$ cat config.mk
export PLATFORM = sky130hd
export DESIGN_NAME = pc_gen
export DESIGN_NICKNAME = d
export VERILOG_FILES = /design/src/rtl/pc_gen.sv
export SDC_FILE = /design/constraint.sdc
export NUM_CORES = 1
export LEC_CHECK = 0
export ABC_AREA = 1
export CELL_PAD_IN_SITES_DETAIL_PLACEMENT = 1
export CELL_PAD_IN_SITES_GLOBAL_PLACEMENT = 1
export CORE_ASPECT_RATIO = 1.4
export CORE_MARGIN = 10
export CORE_UTILIZATION = 31
export CTS_BUF_LIST = sky130_fd_sc_hd__clkbuf_8
export CTS_CLUSTER_SIZE = 40
export DETAILED_ROUTE_END_ITERATION = 6
export PLACE_DENSITY = 0.87
export SYNTH_ARGS = -nofsm -noshare
export SYNTH_HDL_FRONTEND = slang
export SYNTH_SLANG_ARGS = --single-unit
export TNS_END_PERCENT = 1
$ cat constraint.sdc
create_clock -name clk -period 1.7 [get_ports clk]
set_clock_uncertainty 0.15 [all_clocks]
set_input_delay 0.255 -clock clk [delete_from_list [all_inputs] [get_ports clk]]
set_output_delay 0.255 -clock clk [all_outputs]
set_load 0.01 [all_outputs]
$ cat src/rtl/pc_gen.sv
// Instruction-fetch program counter with stall, branch redirect, flush and a
// valid/ready fetch handshake. Define PC_MISALIGN_EN to keep raw targets and flag misaligned ones.
module pc_gen #(
    parameter int                ADDR_W     = 32,
    parameter logic [ADDR_W-1:0] RESET_VEC  = '0,
    parameter int                INST_BYTES = 4
) (
    input  logic              clk,
    input  logic              rst,
    input  logic              stall_i,
    input  logic              branch_i,
    input  logic [ADDR_W-1:0] branch_pc_i,
    input  logic              flush_i,
    input  logic [ADDR_W-1:0] flush_pc_i,
    input  logic              fetch_ready_i,
    output logic [ADDR_W-1:0] pc_o,
    output logic              ce_o,
`ifdef PC_MISALIGN_EN
    output logic              misalign_o,
`endif
    output logic              fetch_valid_o
);

    localparam int                LSB = $clog2(INST_BYTES);
    localparam logic [ADDR_W-1:0] INC = ADDR_W'(INST_BYTES);

    typedef enum logic {BOOT, RUN} state_t;

    state_t            state_reg;
    logic [ADDR_W-1:0] pc_reg;
    logic              ce_reg;
    logic              pend_vld_reg;
    logic [ADDR_W-1:0] pend_pc_reg;
    logic [ADDR_W-1:0] align_mask;
    logic [ADDR_W-1:0] branch_tgt;
    logic [ADDR_W-1:0] flush_tgt;
    logic              fetch_done;

    // Mask that keeps every bit above the instruction-size offset.
    genvar gi;
    generate
        for (gi = 0; gi < ADDR_W; gi++) begin : g_mask
            assign align_mask[gi] = (gi >= LSB);
        end
    endgenerate

`ifdef PC_MISALIGN_EN
    logic mis_reg;
    logic branch_mis;
    logic flush_mis;
    logic pend_mis;

    assign branch_tgt = branch_pc_i;
    assign flush_tgt  = flush_pc_i;
    assign branch_mis = |(branch_pc_i & ~align_mask);
    assign flush_mis  = |(flush_pc_i & ~align_mask);
    assign pend_mis   = |(pend_pc_reg & ~align_mask);
    assign misalign_o = mis_reg;
`else
    assign branch_tgt = branch_pc_i & align_mask;
    assign flush_tgt  = flush_pc_i & align_mask;
`endif

    assign fetch_done    = ce_reg & fetch_ready_i;
    assign pc_o          = pc_reg;
    assign ce_o          = ce_reg;
    assign fetch_valid_o = ce_reg;

    always_ff @(posedge clk) begin
        if (rst) begin
            state_reg    <= BOOT;
            pc_reg       <= RESET_VEC;
            ce_reg       <= 1'b0;
            pend_vld_reg <= 1'b0;
            pend_pc_reg  <= '0;
`ifdef PC_MISALIGN_EN
            mis_reg      <= 1'b0;
`endif
        end else begin
`ifdef PC_MISALIGN_EN
            mis_reg <= 1'b0;
`endif
            case (state_reg)
                BOOT: begin
                    ce_reg    <= 1'b1;
                    state_reg <= RUN;
                end
                RUN: begin
                    if (flush_i) begin
                        pc_reg       <= flush_tgt;
                        pend_vld_reg <= 1'b0;
`ifdef PC_MISALIGN_EN
                        mis_reg      <= flush_mis;
`endif
                    end else if (branch_i && (fetch_ready_i || !ce_reg)) begin
                        pc_reg       <= branch_tgt;
                        pend_vld_reg <= 1'b0;
`ifdef PC_MISALIGN_EN
                        mis_reg      <= branch_mis;
`endif
                    end else if (branch_i) begin
                        // Outstanding fetch must not see pc_o move; park the target.
                        pend_pc_reg  <= branch_tgt;
                        pend_vld_reg <= 1'b1;
                    end else if (pend_vld_reg && fetch_done) begin
                        pc_reg       <= pend_pc_reg;
                        pend_vld_reg <= 1'b0;
`ifdef PC_MISALIGN_EN
                        mis_reg      <= pend_mis;
`endif
                    end else if (!stall_i && fetch_done) begin
                        pc_reg <= pc_reg + INC;
                    end
                end
                default: state_reg <= BOOT;
            endcase
        end
    end

endmodule

==> run_results.csv <==
group,metric,value,unit
run_status,status,"complete, but fails checks",
run_status,violations,"setup timing",
power,internal_power,2.62,mW
global_routing,grt_pass1_vias,5313,
clock_tree,cts_sinks,63,
worst_setup_path,cp-start-kind,"register",
finish,syn2layout_area_growth,49.8,%
synth,synth_area,4080,sq um
drt,dr.pass1.iters,4,
clock_tree,clock_latency,360,ps
synth,ys_seq_area_frac,0.309,
drt,ant_nets,0,
drt,wl_met1,6.31,mm
finish,nets,919,
power,power_density,623,nW/um^2
clock_tree,cts.htree.levels,3,
sta,fmax,557,MHz
drt,drt_wl_total,16.3,mm
worst_setup_path,cp_slowest_cell,"dfxtp_4",
power,combPwrFrac,0.259,
sta,layout_setup_ws,-95.8,ps
drt,drt-initial-drc-count,148,
drt,num_vias,5049,
sta,post-route-min-period,1800,ps
place,placed_cell_area,5720,sq um
worst_setup_path,cp.arrival,1930,ps
die,rows,49,
finish,layout_common_cells,"nand2_1 (206), a21oi_1 (85), nor2_1 (74)",
place,io_buffers,97,
finish,num-fill-cells,1723,
global_routing,grt_antenna_before_repair,0,
die,dieArea,18200,sq um
worst_setup_path,crit_chain,"ha_4, nand2_4, nor2_4, nand2_2, nor2_2, buf_6, nand3_1, nand3_1, nand2_1, nand2_1, nand2_1, a21oi_2",
worst_setup_path,end_kind,"register",
clock_tree,cts_tree,"built",
global_routing,grtUsageTotal,0.177,
die,initial_core_util,0.317,
drt,met2_length,8.70,mm
sta,setup_viol,18,
global_routing,overflow,0,
power,pwr-share-clk,0.311,
synth,yosysTopAreaCellShare,0.309,
synth,ys_seq_elements,63,
worst_setup_path,crit_type,"reg2reg",
worst_setup_path,cpPeakStageDelay,370,ps
sta,rsz0062_at_grt,"true",
drt,routed.top_layer,"met4",
power,power,3.81,mW
power,p_sw,1.19,mW
drt,drc,0,
power,p_leak,2.68,nW
clock_tree,cts_buffers,9,
clock_tree,cts.path.max_buffers,2,
clock_tree,clkTransAtPathRegs,70,ps
place,place_ws,-577,ps
drt,wl_per_cell,16.2,um
job,max_cap_viol_count,0,
clock_tree,root_buffer,"clkbuf_8",
sta,slew_violations,0,
worst_hold_path,hold_class,"reg2reg",
power,p_sw_frac,0.312,
sta,fin_crit_sh,1.06,
global_routing,grt_max_degree,59,
synth,postSynthAreaPerCell,5.83,sq um
worst_setup_path,crit_top_cell,"nand2_1",
sta,hold_violations,0,
place,gp_congestion,0.838,
synth,syn_inst,700,
synth,ys_warn_count,0,
power,power_frac_seq,0.430,
die,die_w,117,um
drt,dr_wl_met3,846,um
worst_setup_path,cp_max_fo,3,
finish,antenna_cells,0,
drt,drt-vias-per-instance,5.03,
synth,synth.area.top_cells,"dfxtp_1 (31%), nand2_1 (20%), a21oi_1 (11%), nor2_1 (8.3%), inv_1 (6.5%)",
power,ir_worst_vdd,0.328,mV
worst_setup_path,worstPathRequired,1830,ps
die,core-area,12900,sq um
global_routing,grt_pass1_wl,25.8,mm
synth,synth_top_area_cell,"dfxtp_1",
sta,holdWs,302,ps
place,dp_hpwl,11.7,mm
finish,fin_area,6120,sq um
die,io-pin-count,104,
die,die_h,156,um
synth,yosys.cell_types.count,32,
finish,layout_commonest_cell,"nand2_1",
finish,drive_above_1_share,0.199,
power by group through the flow:
| stage | logic, mW | registers [mW] | clock network (mW) |
|---|---|---|---|
| after CTS | 0.963 | 1.64 | 1.21 |
| final | 0.986 | 1.64 | 1.18 |
| after global placement | 0.954 | 1.66 | 0 |
| after detailed placement | 0.983 | 1.66 | 0 |
| after global routing | 1.09 | 1.65 | 1.27 |
| after floorplan | 0.425 | 1.69 | 0 |
synth_stat cells:
library cell	instances
nor3_2	2
or2_2	1
nand3_1	47
nand2_1	215
clkinv_1	1
o21a_1	1
o221ai_1	1
and2_1	2
buf_2	9
a21oi_4	1
a31oi_1	1
nor2_2	2
a21oi_1	90
xnor2_1	4
inv_1	71
o21ai_0	46
dfxtp_1	63
nand3_2	1
ha_1	1
conb_1	1
xor2_1	3
buf_4	6
o21ai_1	7
nand3b_1	3
nor2_8	1
nor2_1	90
nor3_4	1
clkbuf_1	20
buf_6	2
a211oi_1	1
inv_4	1
inv_2	5
layer usage:
layer	track usage	vias to the layer above
li1	-	2502
met1	0.189	2396
met2	0.328	122
met3	0.0304	29
met4	0.0750	0
met5	0	-
metrics by stage:
stage	utilization	std cells	setup TNS (ps)
after global placement	0.444	989	-20960
final	0.475	1004	-639
after global routing	0.475	1004	-3910
after CTS	0.462	1003	-578
after detailed placement	0.444	989	-26870
after floorplan	-	701	-43.3
timing repair:
action / CTS / global route
hold buffers: 0 / 0
pin swaps: 2 / 17
resized for setup: 77 / 56
buffers inserted: 0 / 1
gates cloned: 0 / 0
endpoints found under the setup margin: 82 / 58
final cells by class:
cell class,count,area [sq um],share of cell area
Timing Repair Buffer,173,1620,0.265
Inverter,78,309,0.0505
Clock buffer,11,151,0.0247
Tap cell,153,191,0.0313
Clock inverter,3,12.5,0.00204
Sequential cell,63,1300,0.212
Multi-Input combinational cell,523,2530,0.414
final timing paths:
kind,from,to,slack [ps],cells past startpoint
max,pc_o[3],pc_o[24],-100,12
min,pend_pc_reg[12],pend_pc_reg[12],300,2
max reg2reg,pc_o[3],pc_o[24],-100,12
min reg2reg,pend_pc_reg[12],pend_pc_reg[12],300,2
kinds of logic (layout without fill, tap and decap cells):
group / count (synthesis) / count (layout) / share of synthesized area
other: 1 / 2 / 0.000918
adders and majority gates: 1 / 1 / 0.00306
AOI/OAI and AO/OA: 148 / 148 / 0.187
and+or+nand+nor: 365 / 365 / 0.367
DFF: 63 / 63 / 0.309
buffers and inverters: 115 / 265 / 0.118
xor gates and xnor gates: 7 / 7 / 0.0150
worst max-delay path: cells and delay by family, from the launching register on:
family,cells,cell delay (ps)
DFF,1,370
AOI/OAI and AO/OA,1,150
adders and majority gates,1,160
and+or+nand+nor,9,770
buffers and inverters,1,120
No activity file was read; power rests on OpenSTA's default activity.
